<file path="config.mk">
export PLATFORM = sky130hd
export DESIGN_NAME = alu_issue
export DESIGN_NICKNAME = d
export VERILOG_FILES = /design/src/rtl/alu_pkg.sv /design/src/rtl/alu_op_decode.sv /design/src/rtl/alu_issue.sv
export SDC_FILE = /design/constraint.sdc
export NUM_CORES = 1
export LEC_CHECK = 0
export CORE_ASPECT_RATIO = 0.75
export CORE_MARGIN = 1.5
export CORE_UTILIZATION = 25
export CTS_CLUSTER_DIAMETER = 200
export DETAILED_ROUTE_END_ITERATION = 12
export GPL_TIMING_DRIVEN = 0
export HOLD_SLACK_MARGIN = 0.06
export PLACE_DENSITY = 0.47
export SLEW_MARGIN = 20
export SYNTH_ARGS = -nofsm -noshare
export SYNTH_HDL_FRONTEND = slang
export SYNTH_SLANG_ARGS = --single-unit
</file>
<file path="constraint.sdc">
create_clock -name clk -period 7.6 [get_ports clk]
set_clock_uncertainty 0.15 [all_clocks]
set_input_delay 1.52 -clock clk [delete_from_list [all_inputs] [get_ports clk]]
set_output_delay 1.52 -clock clk [all_outputs]
set_load 0.03 [all_outputs]
</file>
<file path="src/rtl/alu_pkg.sv">
// Shared definitions for the ALU issue stage: opcodes, one-hot ALU ops,
// occupancy states and the held-entry record.
package alu_pkg;

    localparam logic [6:0] OP_R = 7'b0110011;
    localparam logic [6:0] OP_I = 7'b0010011;

    localparam logic [9:0] ALU_ADD  = 10'd1;
    localparam logic [9:0] ALU_SUB  = 10'd2;
    localparam logic [9:0] ALU_XOR  = 10'd4;
    localparam logic [9:0] ALU_OR   = 10'd8;
    localparam logic [9:0] ALU_AND  = 10'd16;
    localparam logic [9:0] ALU_SLL  = 10'd32;
    localparam logic [9:0] ALU_SRL  = 10'd64;
    localparam logic [9:0] ALU_SRA  = 10'd128;
    localparam logic [9:0] ALU_SLT  = 10'd256;
    localparam logic [9:0] ALU_SLTU = 10'd512;

    typedef enum logic [1:0] {
        ST_EMPTY = 2'd0,
        ST_ONE   = 2'd1,
        ST_FULL  = 2'd2
    } occ_t;

    // rs1/rs2/rs2_en are only consumed by the forwarding snoop.
    typedef struct packed {
        logic [31:0] v1;
        logic [31:0] v2;
        logic [9:0]  op;
        logic [4:0]  rd;
        logic        rd_we;
        logic [4:0]  rs1;
        logic [4:0]  rs2;
        logic        rs2_en;
    } entry_t;

endpackage

</file>
<file path="src/rtl/alu_op_decode.sv">
// Combinational RV32I ALU-instruction decoder: one-hot op, immediate
// selection and rd write enable.
module alu_op_decode
    import alu_pkg::*;
(
    input  logic [31:0] i_instr,
    output logic [9:0]  o_instructions,
    output logic        o_use_imm,
    output logic [31:0] o_imm,
    output logic        o_rd_we
);

    logic [6:0] w_opcode;
    logic [2:0] w_funct3;
    logic       w_is_r;
    logic       w_is_i;
    logic       w_unused_rs1;

    assign w_opcode     = i_instr[6:0];
    assign w_funct3     = i_instr[14:12];
    assign w_is_r       = (w_opcode == OP_R);
    assign w_is_i       = (w_opcode == OP_I);
    assign w_unused_rs1 = ^i_instr[19:15];

    always_comb begin
        o_instructions = '0;
        o_use_imm      = 1'b0;
        o_imm          = '0;
        o_rd_we        = 1'b0;
        if (w_is_r || w_is_i) begin
            o_rd_we   = (i_instr[11:7] != 5'd0);
            o_use_imm = w_is_i;
            // Shift immediates carry only the 5-bit shamt; bit 30 selects sra.
            if (w_funct3 == 3'b001 || w_funct3 == 3'b101) begin
                o_imm = {27'd0, i_instr[24:20]};
            end else begin
                o_imm = {{20{i_instr[31]}}, i_instr[31:20]};
            end
            case (w_funct3)
                3'b000: o_instructions = (w_is_r && i_instr[30]) ? ALU_SUB : ALU_ADD;
                3'b100: o_instructions = ALU_XOR;
                3'b110: o_instructions = ALU_OR;
                3'b111: o_instructions = ALU_AND;
                3'b001: o_instructions = ALU_SLL;
                3'b101: o_instructions = i_instr[30] ? ALU_SRA : ALU_SRL;
                3'b010: o_instructions = ALU_SLT;
                3'b011: o_instructions = ALU_SLTU;
                default: o_instructions = '0;
            endcase
        end
    end

endmodule

</file>
<file path="src/rtl/alu_issue.sv">
// ALU issue stage: decode, operand select, output register plus one-entry skid.
// Optional writeback snoop on held/incoming operands: ALU_ISSUE_FORWARD_EN.
module alu_issue
    import alu_pkg::*;
(
    input  logic        clk,
    input  logic        rst,
    input  logic        in_valid,
    output logic        in_ready,
    input  logic [31:0] in_instr,
    input  logic [31:0] in_rs1_data,
    input  logic [31:0] in_rs2_data,
    input  logic        flush,
    input  logic        wb_valid,
    input  logic [4:0]  wb_rd,
    input  logic [31:0] wb_data,
    output logic        out_valid,
    input  logic        out_ready,
    output logic [31:0] v1,
    output logic [31:0] v2,
    output logic [9:0]  instructions,
    output logic [4:0]  out_rd,
    output logic        out_rd_we
);

    logic [9:0]  w_dec_op;
    logic        w_dec_use_imm;
    logic [31:0] w_dec_imm;
    logic        w_dec_rd_we;

    entry_t w_new;
    entry_t w_new_fwd;
    entry_t w_out_fwd;
    entry_t w_skid_fwd;
    entry_t r_out;
    entry_t r_skid;
    occ_t   r_state;
    logic   r_out_valid;
    logic   r_in_ready;
    logic   w_acc;
    logic   w_drn;

    alu_op_decode u_dec (
        .i_instr        (in_instr),
        .o_instructions (w_dec_op),
        .o_use_imm      (w_dec_use_imm),
        .o_imm          (w_dec_imm),
        .o_rd_we        (w_dec_rd_we)
    );

    always_comb begin
        w_new.v1     = in_rs1_data;
        w_new.v2     = w_dec_use_imm ? w_dec_imm : in_rs2_data;
        w_new.op     = w_dec_op;
        w_new.rd     = in_instr[11:7];
        w_new.rd_we  = w_dec_rd_we;
        w_new.rs1    = in_instr[19:15];
        w_new.rs2    = in_instr[24:20];
        w_new.rs2_en = !w_dec_use_imm;
    end

`ifdef ALU_ISSUE_FORWARD_EN
    // Replace operands sourced from the register being written this edge; x0 never matches.
    function automatic entry_t fwd(input entry_t e, input logic wv,
                                   input logic [4:0] wr, input logic [31:0] wd);
        entry_t r;
        r = e;
        if (wv && wr != 5'd0) begin
            if (e.rs1 == wr) r.v1 = wd;
            if (e.rs2_en && e.rs2 == wr) r.v2 = wd;
        end
        return r;
    endfunction

    assign w_new_fwd  = fwd(w_new,  wb_valid, wb_rd, wb_data);
    assign w_out_fwd  = fwd(r_out,  wb_valid, wb_rd, wb_data);
    assign w_skid_fwd = fwd(r_skid, wb_valid, wb_rd, wb_data);
`else
    logic w_unused_fwd;

    assign w_new_fwd    = w_new;
    assign w_out_fwd    = r_out;
    assign w_skid_fwd   = r_skid;
    assign w_unused_fwd = ^{wb_valid, wb_rd, wb_data, r_out.rs1, r_out.rs2, r_out.rs2_en};
`endif

    assign w_acc = in_valid && r_in_ready;
    assign w_drn = r_out_valid && out_ready;

    always_ff @(posedge clk or posedge rst) begin
        if (rst) begin
            r_state     <= ST_EMPTY;
            r_out_valid <= 1'b0;
            r_in_ready  <= 1'b1;
            r_out       <= '0;
            r_skid      <= '0;
        end else if (flush) begin
            r_state     <= ST_EMPTY;
            r_out_valid <= 1'b0;
            r_in_ready  <= 1'b1;
        end else begin
            r_out  <= w_out_fwd;
            r_skid <= w_skid_fwd;
            case (r_state)
                ST_EMPTY: begin
                    if (w_acc) begin
                        r_out       <= w_new_fwd;
                        r_out_valid <= 1'b1;
                        r_state     <= ST_ONE;
                    end
                end
                ST_ONE: begin
                    if (w_acc && w_drn) begin
                        r_out <= w_new_fwd;
                    end else if (w_acc) begin
                        r_skid     <= w_new_fwd;
                        r_in_ready <= 1'b0;
                        r_state    <= ST_FULL;
                    end else if (w_drn) begin
                        r_out_valid <= 1'b0;
                        r_state     <= ST_EMPTY;
                    end
                end
                ST_FULL: begin
                    if (w_drn) begin
                        r_out      <= w_skid_fwd;
                        r_in_ready <= 1'b1;
                        r_state    <= ST_ONE;
                    end
                end
                default: begin
                    r_state     <= ST_EMPTY;
                    r_out_valid <= 1'b0;
                    r_in_ready  <= 1'b1;
                end
            endcase
        end
    end

    assign in_ready     = r_in_ready;
    assign out_valid    = r_out_valid;
    assign v1           = r_out.v1;
    assign v2           = r_out.v2;
    assign instructions = r_out.op;
    assign out_rd       = r_out.rd;
    assign out_rd_we    = r_out.rd_we;

endmodule

</file>
==> results.ini, run 1 <==
[power_and_ir_drop]
ir_drop_mv = 0.1491
total_power_mw = 3.552
power_density_mw_per_mm2 = 343.3
p_leak_nw = 4.228

[sta]
slew_violations = 0
layout_min_cycle_time_ns = 3.551
setup_violations = 0
setup_tns_ns = 0
slew-limit-headroom_pct = 42.08
fin_ws_ns = 4.049
hold_viol_final = 0
worstMarginPinSlew_ns = 0.8621
fmax_mhz = 281.6
min_period_over_period_pct = 46.72
rsz0062_at_grt = false

[final_layout]
drive_gt1_share_pct = 11.47
fin_nets = 1015
postLayoutCellArea_sq_mm = 0.01034
area_delta_synth_final_pct = 39.17
post-route-util_pct = 35.44

[floorplanning]
core-area_sq_mm = 0.02919
pin_count = 221
placementRows = 54
die_x_um = 202.1
initial_utilization_pct = 25.47
die_area_sq_mm = 0.03079
dieHeight_um = 152.3

[cts]
hold_buffers = 0
cts_tree = yes
post_cts_resized = 0
cts_buffer_depth = 2
path_clk_slew_ns = 0.07
insertion_delay_ns = 0.43
cts_max_level = 4
clock_tree.root_cell = clkbuf_16
cts_setup_buffers = 0
cts_buffers = 17
cts.sinks = 164

[worst_setup_path]
ff2ff_path_depth = 6
path_cells = clkdlybuf4s50_1 > and2_1 > a211oi_4 > or2_1 > buf_6 > buf_12 > mux2_4
start_kind = input pin
cpMaxStageDelayCell = a211oi_4
slowest_delay_ns = 0.59
cp_max_fo = 10
crit_required_ns = 7.76
crit_type = in -> reg
critPathBufInv = 3
cp_top_family = buffers and inverters
arrival_ns = 3.71
endpoint_kind = register
worstSetupPathDepth = 7

[yosys]
synthFlopType = dfrtp_1
syn_nets = 818
synth_edf_count = 0
yosys.area.top_type = dfrtp_1
syn-cell-area_sq_mm = 0.007433
async_flop_share_pct = 100.0
ys_types = 49
ys_seq_area_share_pct = 55.23
yosys.area.top_type_share_pct = 54.87
synthCells = 679
ys_ff_latch = 164
avgSynthCellArea_sq_um = 10.95
yosys_warnings = 0
synth_area_leaders = dfrtp_1 (55%), o21ai_0 (9.6%), mux2_2 (5.8%)

[placed_design]
dp.final_hpwl_mm = 17.47
io_buffers = 177
pre_cts_ws_ns = 3.601
dpl_cell_area_sq_mm = 0.009731
gp_congestion = 0.7729

[global_route]
grt_remaining_overflow = 0
grt_pass1_wl_mm = 37.94
grt_max_degree = 95
grt_pass1_vias = 6281
grt_antenna_before_repair = 2
globalRouteTotalUtil_pct = 16.12

[job]
drv_cap = 0

[drt]
antenna_left = 0
drt_first_pass_iters = 4
wl_per_cell_um = 18.83
vias_per_cell = 4.754
drc = 0
num_vias = 6099
finalWirelength_mm = 24.15
drt-initial-drc-count = 352

[outcome]
status = finished clean

[worst_hold_path]
min_delay_path_depth = 2
min_path_type = reg -> reg

-- area by class of cell --
cell class                      instances  area [sq um]
Antenna cell                            2         5.005
Buffer                                 60         290.3
Clock buffer                           21         460.4
Clock inverter                         11         148.9
Fill cell                            3036         18840
Inverter                                4         22.52
Multi-Input combinational cell        451          3023
Sequential cell                       164          4105
Tap cell                              392         490.5
Timing Repair Buffer                  178          1799
-- metal layers --
metal  GRT usage [%]  routed length (um)  vias up
li1                -                   -     2888
met1           23.70               12150     3031
met2           23.25               10370      164
met3           4.042                1270       16
met4           4.480                 359        0
met5               0                   0        -
-- cells in the mapped netlist (all sizes together) (7+ instances only) --
library cell / count
a21o: 7
a21oi: 31
a22o: 21
a22oi: 8
a31oi: 7
buf: 20
clkbuf: 40
dfrtp: 163
mux2: 44
mux2i: 38
nand2: 42
nand3: 9
nand4: 7
nor2: 18
o21ai: 142
o22a: 21
o31ai: 10
-- registers in the layout, summed over array words and instances (netlist names) --
signal and count:
r_skid 80, v1 32, v2 32, instructions 10
out_rd 5, r_state 2, in_ready 1, out_rd_we 1
out_valid 1
-- where the power goes --
part	switching, mW	internal [mW]
Sequential	0.178	1.22
Combinational	0.675	0.568
Clock	0.378	0.537
-- tightest hold or removal path, delay by kind of cell (launching register included) --
| kind | cells | cell delay (ns) |
|---|---|---|
| compound gates | 1 | 0.06 |
| simple gates | 1 | 0.05 |
| flops | 1 | 0.34 |
-- final timing paths --
check / start / end / slack, ns
max: out_ready / v2[5] / 4.05
max reg2reg: r_state[1] / v2[5] / 5.16
max in group asynchronous: rst / out_rd[1] / 4.98
min: r_skid[30] / r_skid[30] / 0.33
min in group asynchronous: rst / v2[11] / 1.40
min reg2reg: r_skid[30] / r_skid[30] / 0.33
-- kinds of logic after synthesis --
| group | count (synthesis) | share of synthesized area (%) |
|---|---|---|
| buf+inv | 64 | 4.107 |
| compound gates | 256 | 20.86 |
| mux | 82 | 12.09 |
| flops | 164 | 55.23 |
| simple gates | 113 | 7.726 |
-- metrics by stage --
step / std cells / hold slack [ns]
after global routing: 1281 / 0.3500
after detailed placement: 1249 / 0.3180
after floorplan: 679 / 0.2939
after CTS: 1281 / 0.3346
after global placement: 1248 / 0.3111
final: 1283 / 0.3321
-- placed cells by master (no fill, tap or decap), drive strengths merged, types with 3 or more instances in the layout --
master and instances:
a31oi 7, mux2i 38, and2 6, nor2 18, a21oi 31, clkinvlp 3
a21o 7, and3 6, dfrtp 163, nand2b 4, clkbuf 61, o22a 21
a22oi 8, clkdlybuf4s50 177, a22o 21, o21ai 142, bufinv 3, nor3 6
buf 21, inv 7, nand4 7, nand2 42, mux2 44, o31ai 10
nand3 9
(Power assumes the default switching activity.)
==> inputs of run 2 (changes only) <==
- PLACE_DENSITY: 0.47 -> 0.48
- clock period: 7.6 -> 2.9 ns (I/O delays scaled with it)
==> results.ini, run 2 (same netlist as run 1, synthesis figures left out) <==
[drt]
drt-initial-drc-count = 356  ; +1.1%
finalWirelength_mm = 24.26  ; +0.44%
wl_per_cell_um = 18.88  ; +0.29%
antenna_left = 0  ; unchanged
num_vias = 6094  ; -0.082%
drc = 0  ; unchanged
vias_per_cell = 4.742  ; -0.24%
drt_first_pass_iters = 5  ; +1

[job]
drv_cap = 0  ; unchanged

[outcome]
status = finished clean

[global_route]
grt.busiest_layer = met1
grt_pass1_vias = 6222  ; -0.94%
globalRouteTotalUtil_pct = 16.04  ; -0.076 points
grt_use_met1_pct = 24.13  ; +0.42 points
grt_use_met3_pct = 4.042  ; unchanged
grt_antenna_before_repair = 1  ; -1
grtUsageMet2_pct = 22.83  ; -0.43 points
grt_remaining_overflow = 0  ; unchanged
grt_max_degree = 31  ; -67%
grt_pass1_wl_mm = 38.05  ; +0.29%

[floorplanning]
die_x_um = 202.1  ; unchanged
core-area_sq_mm = 0.02919  ; unchanged
placementRows = 54  ; unchanged
dieHeight_um = 152.3  ; unchanged
die_area_sq_mm = 0.03079  ; unchanged
initial_utilization_pct = 25.47  ; unchanged
pin_count = 221  ; unchanged

[placed_design]
io_buffers = 177  ; unchanged
dp_cells = 1253  ; +0.32%
dpl_cell_area_sq_mm = 0.009799  ; +0.71%
dp.final_hpwl_mm = 17.91  ; +2.5%
gp_congestion = 0.7720  ; -0.12%

[final_layout]
drive_gt1_share_pct = 11.87  ; +0.40 points
final_common_cell = clkdlybuf4s50_1
antennaDiodeCount = 0  ; -2
instances_no_fill = 1285  ; +0.16%
regMostFlops = r_skid
fillers = 3031  ; -0.16%
final_cell_mix = clkdlybuf4s50_1 (177), dfrtp_1 (163), o21ai_0 (142)
multi_input_area_sq_mm = 0.003023  ; unchanged
area.sequential_sq_mm = 0.004105  ; unchanged
area_delta_synth_final_pct = 39.74
postLayoutCellArea_sq_mm = 0.01039  ; +0.41%
fin_nets = 1019  ; +0.39%
largest_register_ffs = 80  ; unchanged

[sta]
setup_violations = 0  ; unchanged
worstMarginPinSlew_ns = 0.8452  ; -0.01690 ns
rsz0062_at_grt = false
fmax_mhz = 382.5
min_period_over_period_pct = 90.15
setup_tns_ns = 0  ; unchanged
slew_violations = 0  ; unchanged
hold_ws_ns = 0.3274  ; -0.004708 ns
layout_min_cycle_time_ns = 2.614
hold_viol_final = 0  ; unchanged
slew-limit-headroom_pct = 43.22  ; +1.1 points

[power_and_ir_drop]
ir_drop_mv = 0.3981  ; +170%
internal_power_mw = 6.001  ; +160%
p_switching_mw = 3.216  ; +160%
switching_share_pct = 34.89  ; +0.21 points
power_density_mw_per_mm2 = 887.3  ; +160%
power_frac_clock_pct = 25.1  ; -0.7 points
p_seq_share_pct = 39.6  ; +0.4 points
p_comb_share_pct = 35.3  ; +0.3 points
p_leak_nw = 4.245  ; +0.42%
total_power_mw = 9.217  ; +160%

[worst_setup_path]
endpoint_kind = register
r2r_slack_ns = 0.49  ; -4.67 ns
crit_type = in -> reg
crit_required_ns = 3.06  ; -4.70 ns
arrival_ns = 2.77  ; -0.94 ns
endpoint = v2[8]
ff2ff_path_depth = 6  ; unchanged
timing.rr.start = r_state[1]
crit_start = in_valid
start_kind = input pin
cp_max_fo = 10  ; unchanged
worstReg2RegEnd = v2[8]

[cts]
path_clk_slew_ns = 0.06  ; about the same
post_cts_resized = 0  ; unchanged
hold_buffers = 0  ; unchanged
cts_tree = yes
cts_max_level = 4  ; unchanged
clock_tree.root_cell = clkbuf_16
cts_buffers = 17  ; unchanged
cts.sinks = 164  ; unchanged
cts_buffer_depth = 2  ; unchanged
cts_setup_buffers = 0  ; unchanged
insertion_delay_ns = 0.43  ; about the same

[worst_hold_path]
min_path_type = reg -> reg

-- run 2: through the flow --
stage / utilization [%] / setup WS (ns)
after detailed placement: 33.57 / -0.1880
final: 35.59 / 0.2857
after global routing: 35.59 / 0.1849
after global placement: 33.23 / -1.677
after CTS: 35.59 / 0.2572
after floorplan: - / 0.08603
-- run 2: metal layers --
| metal | up-vias | part of all wire [%] |
|---|---|---|
| li1 | 2898 | - |
| met1 | 3052 | 52 |
| met2 | 131 | 42 |
| met3 | 13 | 4.7 |
| met4 | 0 | 1.1 |
| met5 | - | 0 |
-- run 2: worst min path at each step --
stage | from | to | slack (ns) | cells after the start
CTS | r_skid[34] | r_skid[34] | 0.33 | 1
floorplan | r_skid[23] | r_skid[23] | 0.29 | 2
finish | r_skid[34] | r_skid[34] | 0.33 | 1
detailed placement | r_skid[34] | r_skid[34] | 0.32 | 1
global placement | r_skid[34] | r_skid[34] | 0.31 | 1
global route | r_skid[36] | r_skid[36] | 0.35 | 1
-- run 2: power by group through the flow --
stage	logic, mW	registers [mW]	clock network, mW
2_1_floorplan	1.11	4.43	0
3_3_place_gp	3.25	3.68	0
3_5_place_dp	3.29	3.69	0
4_1_cts	3.30	3.65	2.39
5_1_grt	3.50	3.77	2.47
6_report	3.26	3.65	2.31
-- run 2: final cells by class --
type,instances,area share (%)
Timing Repair Buffer,182,18.02
Buffer,60,2.794
Tap cell,392,4.722
Clock inverter,11,1.229
Sequential cell,164,39.52
Inverter,4,0.1807
Clock buffer,21,4.433
Multi-Input combinational cell,451,29.10
-- run 2: worst max-delay path, stage by stage --
cell and delay [ns]:
clkdlybuf4s50_1 0.50, and3b_4 0.26, a211oi_4 0.59, or2_1 0.20
buf_6 0.17, buf_12 0.16, mux2_4 0.30
